`src/rtl/scr_pkg.sv`:
```
// Shared constants and FSM state type for the x^58+x^39+1 scrambler/descrambler pair.
`timescale 1ns/1ps
package scr_pkg;

  localparam int unsigned SCR_LEN    = 58;
  localparam int unsigned TAP_A      = 38;
  localparam int unsigned TAP_B      = 57;
  localparam int unsigned WORD_W     = 32;
  localparam int unsigned WARMUP_CYC = 60;

  typedef enum logic {
    WARMUP = 1'b0,
    RUN    = 1'b1
  } state_t;

endpackage

```
`src/rtl/descrambler_core.sv`:
```
// Self-synchronous descrambler: input register, 58-bit history of received bits, registered output.
`timescale 1ns/1ps
module descrambler_core
  import scr_pkg::*;
(
  input  logic clk_25G,
  input  logic rst_n,
  input  logic data_scrambled_serial,
  output logic d_q
);

  logic               serial_in;
  logic [SCR_LEN-1:0] shift;
  logic               d;

  always_comb d = serial_in ^ shift[TAP_A] ^ shift[TAP_B];

  // The history holds received (scrambled) bits, which is what makes the descrambler self-synchronising.
  always_ff @(posedge clk_25G or negedge rst_n) begin
    if (!rst_n) begin
      serial_in <= 1'b0;
      shift     <= '0;
      d_q       <= 1'b0;
    end else begin
      serial_in <= data_scrambled_serial;
      shift     <= {shift[SCR_LEN-2:0], serial_in};
      d_q       <= d;
    end
  end

endmodule

```
`src/rtl/descrambler_deser.sv`:
```
// Descrambler with warm-up FSM and MSB-first 32-bit deserialiser.
// Optional error monitor (descrambled-ones counter) enabled by `define DESCR_ERR_MON_EN.
`timescale 1ns/1ps
module descrambler_deser
  import scr_pkg::*;
(
  input  logic              clk_25G,
  input  logic              rst_n,
  input  logic              data_scrambled_serial,
`ifdef DESCR_ERR_MON_EN
  input  logic              clr_err,
`endif
  output logic [WORD_W-1:0] data_word,
  output logic              word_valid,
`ifdef DESCR_ERR_MON_EN
  output logic              sync_done,
  output logic [15:0]       err_cnt
`else
  output logic              sync_done
`endif
);

  localparam logic [5:0] FILL_LAST = 6'(WARMUP_CYC - 1);
  localparam logic [4:0] BIT_LAST  = 5'(WORD_W - 1);

  state_t            state;
  state_t            next_state;
  logic              run;
  logic              d_q;
  logic [5:0]        fill_cnt;
  logic [4:0]        bit_cnt;
  logic [WORD_W-1:1] asm_word;

  descrambler_core u_core (
    .clk_25G               (clk_25G),
    .rst_n                 (rst_n),
    .data_scrambled_serial (data_scrambled_serial),
    .d_q                   (d_q)
  );

  always_ff @(posedge clk_25G or negedge rst_n) begin
    if (!rst_n) begin
      state <= WARMUP;
    end else begin
      state <= next_state;
    end
  end

  always_comb begin
    next_state = state;
    run        = 1'b0;
    case (state)
      WARMUP: if (fill_cnt == FILL_LAST) next_state = RUN;
      RUN:    run = 1'b1;
      default: next_state = WARMUP;
    endcase
  end

  assign sync_done = run;

  always_ff @(posedge clk_25G or negedge rst_n) begin
    if (!rst_n) begin
      fill_cnt <= '0;
    end else if (state == WARMUP) begin
      fill_cnt <= fill_cnt + 1'b1;
    end
  end

  // Bit 0 of a word is the last bit received, so it goes straight into data_word and needs no storage.
  always_ff @(posedge clk_25G or negedge rst_n) begin
    if (!rst_n) begin
      bit_cnt    <= '0;
      asm_word   <= '0;
      data_word  <= '0;
      word_valid <= 1'b0;
    end else begin
      word_valid <= 1'b0;
      if (run) begin
        bit_cnt <= bit_cnt + 1'b1;
        if (bit_cnt == BIT_LAST) begin
          data_word  <= {asm_word, d_q};
          word_valid <= 1'b1;
        end else begin
          asm_word[BIT_LAST - bit_cnt] <= d_q;
        end
      end
    end
  end

`ifdef DESCR_ERR_MON_EN
  always_ff @(posedge clk_25G or negedge rst_n) begin
    if (!rst_n) begin
      err_cnt <= '0;
    end else if (clr_err) begin
      err_cnt <= '0;
    end else if (run && d_q && (err_cnt != '1)) begin
      err_cnt <= err_cnt + 1'b1;
    end
  end
`endif

endmodule
```
`config.mk`:
```
export PLATFORM = sky130hd
export DESIGN_NAME = descrambler_deser
export DESIGN_NICKNAME = d
export VERILOG_FILES = /design/src/rtl/scr_pkg.sv /design/src/rtl/descrambler_core.sv /design/src/rtl/descrambler_deser.sv
export SDC_FILE = /design/constraint.sdc
export NUM_CORES = 1
export LEC_CHECK = 0
export BUFFER_PORTS_ARGS = -buffer_cell sky130_fd_sc_hd__buf_2
export CORE_ASPECT_RATIO = 0.9
export CORE_MARGIN = 5
export CORE_UTILIZATION = 47
export CTS_CLUSTER_DIAMETER = 120
export CTS_CLUSTER_SIZE = 16
export DETAILED_ROUTE_END_ITERATION = 12
export PLACE_DENSITY_LB_ADDON = 0.15
export SKIP_CTS_REPAIR_TIMING = 1
export SYNTH_ARGS = -nofsm -noshare
export SYNTH_HDL_FRONTEND = slang
export SYNTH_HIERARCHICAL = 1
export SYNTH_SLANG_ARGS = --single-unit
```
`constraint.sdc`:
```
create_clock -name clk_25G -period 4.85 [get_ports clk_25G]
set_input_delay 0.485 -clock clk_25G [delete_from_list [all_inputs] [get_ports clk_25G]]
set_output_delay 0.485 -clock clk_25G [all_outputs]
set_load 0.01 [all_outputs]
```
==> flow_summary.toml, run 1 <==
[floorplanning]
placementRows = 34
design.die.area_um2 = 12300
die-height_um = 106
io_pins = 37
initial_core_util = 0.488
placeableCoreArea_um2 = 9780
die-width_um = 116

[clock_tree]
cts.root.buffer_cell = "clkbuf_16"
cts_tree = "built"
clockBufferDepth = 2
cts_num_sinks = 136
cts_made_buffers = 17
cts.reportedPaths.clkPinSlew_ps = 60
htreeDepth = 4
clk_latency_ps = 410

[timing]
setup_tns_ps = 0
f_max_mhz = 436
worst_slew_margin_rel = 0.358
fin_ws_ps = 2560
rsz0062_at_grt = "false"
fin_worst_skew_ps = 7.87
min_period_over_period = 0.473
timing.final.max_slew_violations = 0
final_hold_viols = 0
timing_worst_slew_pin_value_ps = 961
final-setup-viol-count = 0
timing.final.crit_period_ps = 2290

[cells_and_area]
syn2layout_area_growth_pct = 17.4
nNetsFinal = 346
drive_above_1_share = 0.300
antennaDiodeCount = 0
area_occupied_by_multi_input_gates_um2 = 1280
layout.area.seq_um2 = 3400
fillCellCount = 767

[synth]
netlist_area_um2 = 4770
seq_area_frac_synth = 0.713
yosys_register_bits = 136
netlist_instances = 291
syn-num-nets = 300
synth_cell_type_count = 31
post_synth_most_frequent_cells = "dfrtp_1 (136), mux2_1 (37), mux2_2 (25), nand2_1 (19), nor2_1 (16)"
synth_edf_count = 0
netlist.top_cell.by_area = "dfrtp_1"
ys.warnings.count = 6
syn_area_per_cell_um2 = 16.4
postSynth.asyncResetShare = 1.00
synth_top_cell_area_share = 0.713
synth_flop_cell = "dfrtp_1"
synth.top_cells.by_area = "dfrtp_1 (71%), mux2_1 (8.7%), mux2_2 (5.9%)"
cell_with_the_most_instances_after_synthesis = "dfrtp_1"

[route]
drt_pass1_iterations = 4
detailroute.via_count = 2294
detail-route-antenna-nets = 0
drt_drc_violations_left = 0
drt_iter0_drc = 115
routed_wl_um = 7390
avgViaCountPerCell = 4.82
detail_route.wl_per_cell_um = 15.5

[critical_path]
critPathKind = "flop to flop"
critPathRequiredTime_ps = 5140
timing.rr.end = "data_word[22]$_DFFE_PN0P_"
worstSetupStartpointType = "flop"
cpLargestDelayFamily = "simple AND/OR/NAND/NOR gates"
crit_path_max_incr_delay_ps = 780
rr_startpoint = "state$_DFF_PN0_"
crit_chain = "nand3_1 > nor2_4 > mux2_1"
ff2ff_path_depth = 3
timing.critical_path.slowest_stage_cell = "nor2_4"
reg2reg_slack_ps = 2560
worst-path-buf-inv = 0
crit_path_max_fanout = 32
critPathArrivalTime_ps = 2580
worst_setup_path_end_kind = "flop"

[outcome]
status = "completed"

[grt]
grt_start_max_net_pins = 60
grt_remaining_overflow = 0
track_usage = 0.137
grt_antenna_before_repair = 0
first_global_vias = 2397
first_pass_grt_wire_length_um = 12800

[hold_path]
hold_path_class = "input port to asynchronous set/reset pin"

[placed_design]
place_worst_setup_slack_ps = 2500
dp_hpwl_um = 4540
routability_congestion_estimate = 0.681
port-buffer-count = 36

[pwr]
ir_worst_vdd_mv = 0.207
pwr_density_cell_nw_per_um2 = 427
p_leak_nw = 2.84

[run]
maxCapViolCount = 0
-- cell usage in the layout, fill, tap and decap left out, types with 2 or more instances in the layout --
| cell type | n |
|---|---|
| dfrtp_1 | 136 |
| mux2_1 | 37 |
| buf_2 | 35 |
| mux2_2 | 25 |
| nand2_1 | 19 |
| clkbuf_16 | 17 |
| nor2_1 | 16 |
| nand3b_1 | 7 |
| xnor2_1 | 6 |
| ha_1 | 6 |
| and3b_1 | 4 |
| clkinvlp_4 | 4 |
| inv_8 | 4 |
| inv_6 | 4 |
| mux2_4 | 3 |
| buf_4 | 3 |
| inv_1 | 2 |
| xor2_1 | 2 |
| nor3b_2 | 2 |
| nand3_1 | 2 |
| clkinv_4 | 2 |
-- sequential cells by signal, summed over array words and instances, names as in the netlist --
| name | count |
|---|---|
| data_word | 32 |
| u_core/d_q | 1 |
| u_core/serial_in | 1 |
| asm_word | 31 |
| bit_cnt | 5 |
| fill_cnt | 6 |
| word_valid | 1 |
| u_core/shift | 58 |
| state | 1 |
-- through the flow --
stage / power, mW / area (um2) / utilization / cells / hold slack [ps]
floorplan: 1.19 / 4770 / - / 291 / 189
global placement: 1.22 / 5050 / 0.516 / 444 / 334
detailed placement: 1.22 / 5050 / 0.516 / 444 / 335
CTS: 2.43 / 5610 / 0.573 / 476 / 144
global route: 2.49 / 5610 / 0.573 / 476 / 170
finish: 2.40 / 5610 / 0.573 / 476 / 131
-- worst reg2reg max path: cells and delay by family, from the launching register on --
| kind | cells | cell delay (ps) |
|---|---|---|
| multiplexers | 1 | 420 |
| flip-flops | 1 | 740 |
| AND/OR/NAND/NOR | 2 | 1010 |
-- where the power goes --
part	switching, mW	leakage, nW	total [mW]	internal (mW)
clock network	0.527	0.265	1.20	0.673
registers	0.0139	1.77	1.17	1.16
logic	0.0210	0.803	0.0250	0.00398
total	0.562	2.84	2.40	1.83
-- worst max-delay path by stage --
stage	end	cells past startpoint	start
after CTS	data_word[0]$_DFFE_PN0P_	3	state$_DFF_PN0_
after detailed placement	data_word[31]$_DFFE_PN0P_	3	state$_DFF_PN0_
after global placement	data_word[0]$_DFFE_PN0P_	3	state$_DFF_PN0_
after global routing	data_word[0]$_DFFE_PN0P_	3	state$_DFF_PN0_
after floorplan	asm_word[10]$_DFFE_PN0P_	6	bit_cnt[0]$_DFFE_PN0P_
final	data_word[22]$_DFFE_PN0P_	3	state$_DFF_PN0_
-- final cells by class --
class / count / share of cell area
tap: 126 / 0.0281
multi-input combinational: 142 / 0.229
sequential: 136 / 0.607
inverter: 2 / 0.00134
timing repair buffer: 38 / 0.0353
clock buffer: 17 / 0.0759
clock inverter: 15 / 0.0237
-- kinds of logic (layout without fill, tap and decap cells) --
kind of cell / after synthesis / count (layout) / share of synthesized area
flops: 136 / 136 / 0.713
mux: 65 / 65 / 0.156
simple gates: 60 / 60 / 0.0744
buf+inv: 13 / 72 / 0.0186
xor+xnor: 9 / 9 / 0.0197
fa+ha+maj: 6 / 6 / 0.0157
compound gates: 2 / 2 / 0.00288
-- routing by layer --
layer  share of wire  global-route usage  vias up
li1                -                   -     1079
met3           0.041              0.0504       12
met1            0.50               0.200     1174
met4           0.014              0.0547        0
met2            0.44               0.186       29
met5               0                   0        -
No activity file was read; power rests on OpenSTA's default activity.
==> run 2: changes to the inputs <==
- ABC_AREA: not set -> 1
- clock period: 4.85 -> 2.25 ns (I/O delays scaled with it)
==> flow_summary.toml, run 2 <==
[outcome]
status = "completed"

[floorplanning]
die-width_um = 118
die-height_um = 107
io_pins = 37
design.die.area_um2 = 12600
placementRows = 35
placeableCoreArea_um2 = 10200
initial_core_util = 0.479

[synth]
post_synth_xor_area_fraction = 0.00892
synth_cell_type_count = 22
netlist_area_um2 = 4910
ys.warnings.count = 6
synth.top_cells.by_area = "dfrtp_1 (69%), nand2_1 (8.7%), nand3_1 (6.8%)"
seq_area_frac_synth = 0.693
syn-num-nets = 446
yosys_register_bits = 136
synthAdderAreaFrac = 0.0153
cell_with_the_most_instances_after_synthesis = "dfrtp_1"
synth-compound-area-share = 0.0392
synth-simple-area-share = 0.187
post_synth_most_frequent_cells = "dfrtp_1 (136), nand2_1 (114), nand3_1 (67), o21ai_0 (35), inv_1 (32)"
postSynth.asyncResetShare = 1.00
netlist_instances = 437
synth_top_family_by_area = "simple AND/OR/NAND/NOR gates"
synth_flop_cell = "dfrtp_1"
synthMuxAreaShare = 0
synth_top_cell_area_share = 0.693
netlist.top_cell.by_area = "dfrtp_1"
syn_area_per_cell_um2 = 11.2
synth_edf_count = 0

[critical_path]
crit_path_end = "asm_word[25]$_DFFE_PN0P_"
worstSetupStartpoint = "bit_cnt[0]$_DFFE_PN0P_"
timing.rr.end = "asm_word[25]$_DFFE_PN0P_"
critPathRequiredTime_ps = 2590
critPathArrivalTime_ps = 2440
critPathKind = "flop to flop"
worstSetupStartpointType = "flop"
rr_startpoint = "bit_cnt[0]$_DFFE_PN0P_"
crit_path_max_fanout = 9
worst_setup_path_end_kind = "flop"
reg2reg_slack_ps = 160
ff2ff_path_depth = 9

[timing]
min_period_over_period = 0.931
setup_tns_ps = 0
rsz0062_at_grt = "false"
timing.final.crit_period_ps = 2090
final-setup-viol-count = 0
timing_worst_slew_pin_value_ps = 549
timing.final.max_slew_violations = 0
worst_slew_margin_rel = 0.634
fin_ws_ps = 156
final_hold_viols = 0
fin_worst_skew_ps = 6.70
f_max_mhz = 477

[pwr]
netSwitchingFraction = 0.214
p_leak_nw = 3.20
part_of_the_total_power_dissipated_in_combinational_logic = 0.014
ir_worst_vdd_mv = 0.581
p_seq_frac = 0.471
pwr_density_cell_nw_per_um2 = 919
internal-power_mw = 4.19
clkPwrFrac = 0.515
total_switching_power_mw = 1.14

[clock_tree]
clockBufferDepth = 2
cts.root.buffer_cell = "clkbuf_16"
clk_latency_ps = 410
cts_num_sinks = 136
cts.reportedPaths.clkPinSlew_ps = 60
cts_made_buffers = 17
cts_tree = "built"
htreeDepth = 4

[placed_design]
place_worst_setup_slack_ps = 109
port-buffer-count = 36
routability_congestion_estimate = 0.825
dp_hpwl_um = 5790

[grt]
grt_start_max_net_pins = 51
track_usage = 0.158
grt_remaining_overflow = 0
first_global_vias = 3242
grt_antenna_before_repair = 0
first_pass_grt_wire_length_um = 15800

[cells_and_area]
syn2layout_area_growth_pct = 18.1
antennaDiodeCount = 0
nNetsFinal = 496
regMostFlops = "u_core/shift"
drive_above_1_share = 0.182
layout_common_cells = "dfrtp_1 (136), nand2_1 (114), nand3_1 (67)"
largest_register_ff_count = 58
biggestRegsByFlops = "u_core/shift x58, data_word x32, asm_word x31"
layout_commonest_cell = "dfrtp_1"

[route]
detail_route.wl_per_cell_um = 14.5
routed_wl_um = 9150
drt_iter0_drc = 175
detailroute.via_count = 3080
detail-route-antenna-nets = 0
drt_drc_violations_left = 0
avgViaCountPerCell = 4.90
drt_pass1_iterations = 4

[run]
maxCapViolCount = 0

[hold_path]
hold_path_class = "input port to asynchronous set/reset pin"
## run 2: stage by stage
stage / cells / cell area, um2 / util / hold slack, ps / power [mW]
final: 629 / 5800 / 0.566 / 277 / 5.33
after global routing: 629 / 5800 / 0.566 / 310 / 5.52
after CTS: 627 / 5780 / 0.564 / -267 / 5.40
after detailed placement: 595 / 5180 / 0.505 / 166 / 2.63
after global placement: 595 / 5180 / 0.505 / 166 / 2.63
after floorplan: 437 / 4910 / - / -70.6 / 2.56
## run 2: cells by family (layout without fill, tap and decap cells)
kind of cell             count (synthesis)  in the layout
flip-flops                             136            136
AO/OA/AOI/OAI                           37             37
buffers and inverters                   49            112
AND/OR/NAND/NOR                        204            204
XOR/XNOR                                 5              5
adder cells (fa/ha/maj)                  6              6
## run 2: routing by layer
layer,track usage,wire length (um),up-vias
met1,0.217,4400,1508
met4,0.0655,64,0
li1,-,-,1506
met5,0,0,-
met2,0.236,4210,60
met3,0.0464,468,6
## run 2: cell type report
| type | count | area (um2) |
|---|---|---|
| repair buffers | 47 | 283 |
| clock buffers | 18 | 439 |
| inverters | 33 | 124 |
| fillers | 873 | 4450 |
| flip-flops and latches | 136 | 3400 |
| clock inverters | 14 | 160 |
| multi-input cells | 252 | 1230 |
| well taps | 129 | 161 |
## run 2: worst min-delay path by stage
| stage | from | endpoint | slack, ps | cells after the start |
|---|---|---|---|---|
| floorplan | rst_n | asm_word[10]$_DFFE_PN0P_ | -70 | 0 |
| global placement | rst_n | data_word[9]$_DFFE_PN0P_ | 170 | 1 |
| detailed placement | rst_n | data_word[9]$_DFFE_PN0P_ | 170 | 1 |
| CTS | rst_n | data_word[9]$_DFFE_PN0P_ | -270 | 1 |
| global route | rst_n | u_core/shift[24]$_DFF_PN0_ | 310 | 2 |
| finish | rst_n | data_word[9]$_DFFE_PN0P_ | 280 | 2 |
## run 2: power groups by stage
stage / clock [mW] / sequential [mW] / combinational [mW]
after floorplan: 0 / 2.55 / 0.0136
after global placement: 0 / 2.55 / 0.0754
after detailed placement: 0 / 2.55 / 0.0767
after CTS: 2.81 / 2.51 / 0.0769
after global routing: 2.92 / 2.51 / 0.0896
final: 2.75 / 2.51 / 0.0757
## run 2: worst max-delay path, stage by stage, from the launching register on
cell	delay [ps]
dfrtp_1	450
ha_1	260
inv_1	60
nor2_1	40
ha_1	230
inv_1	130
nand3_1	370
inv_2	310
nand3_1	110
nand2_1	90
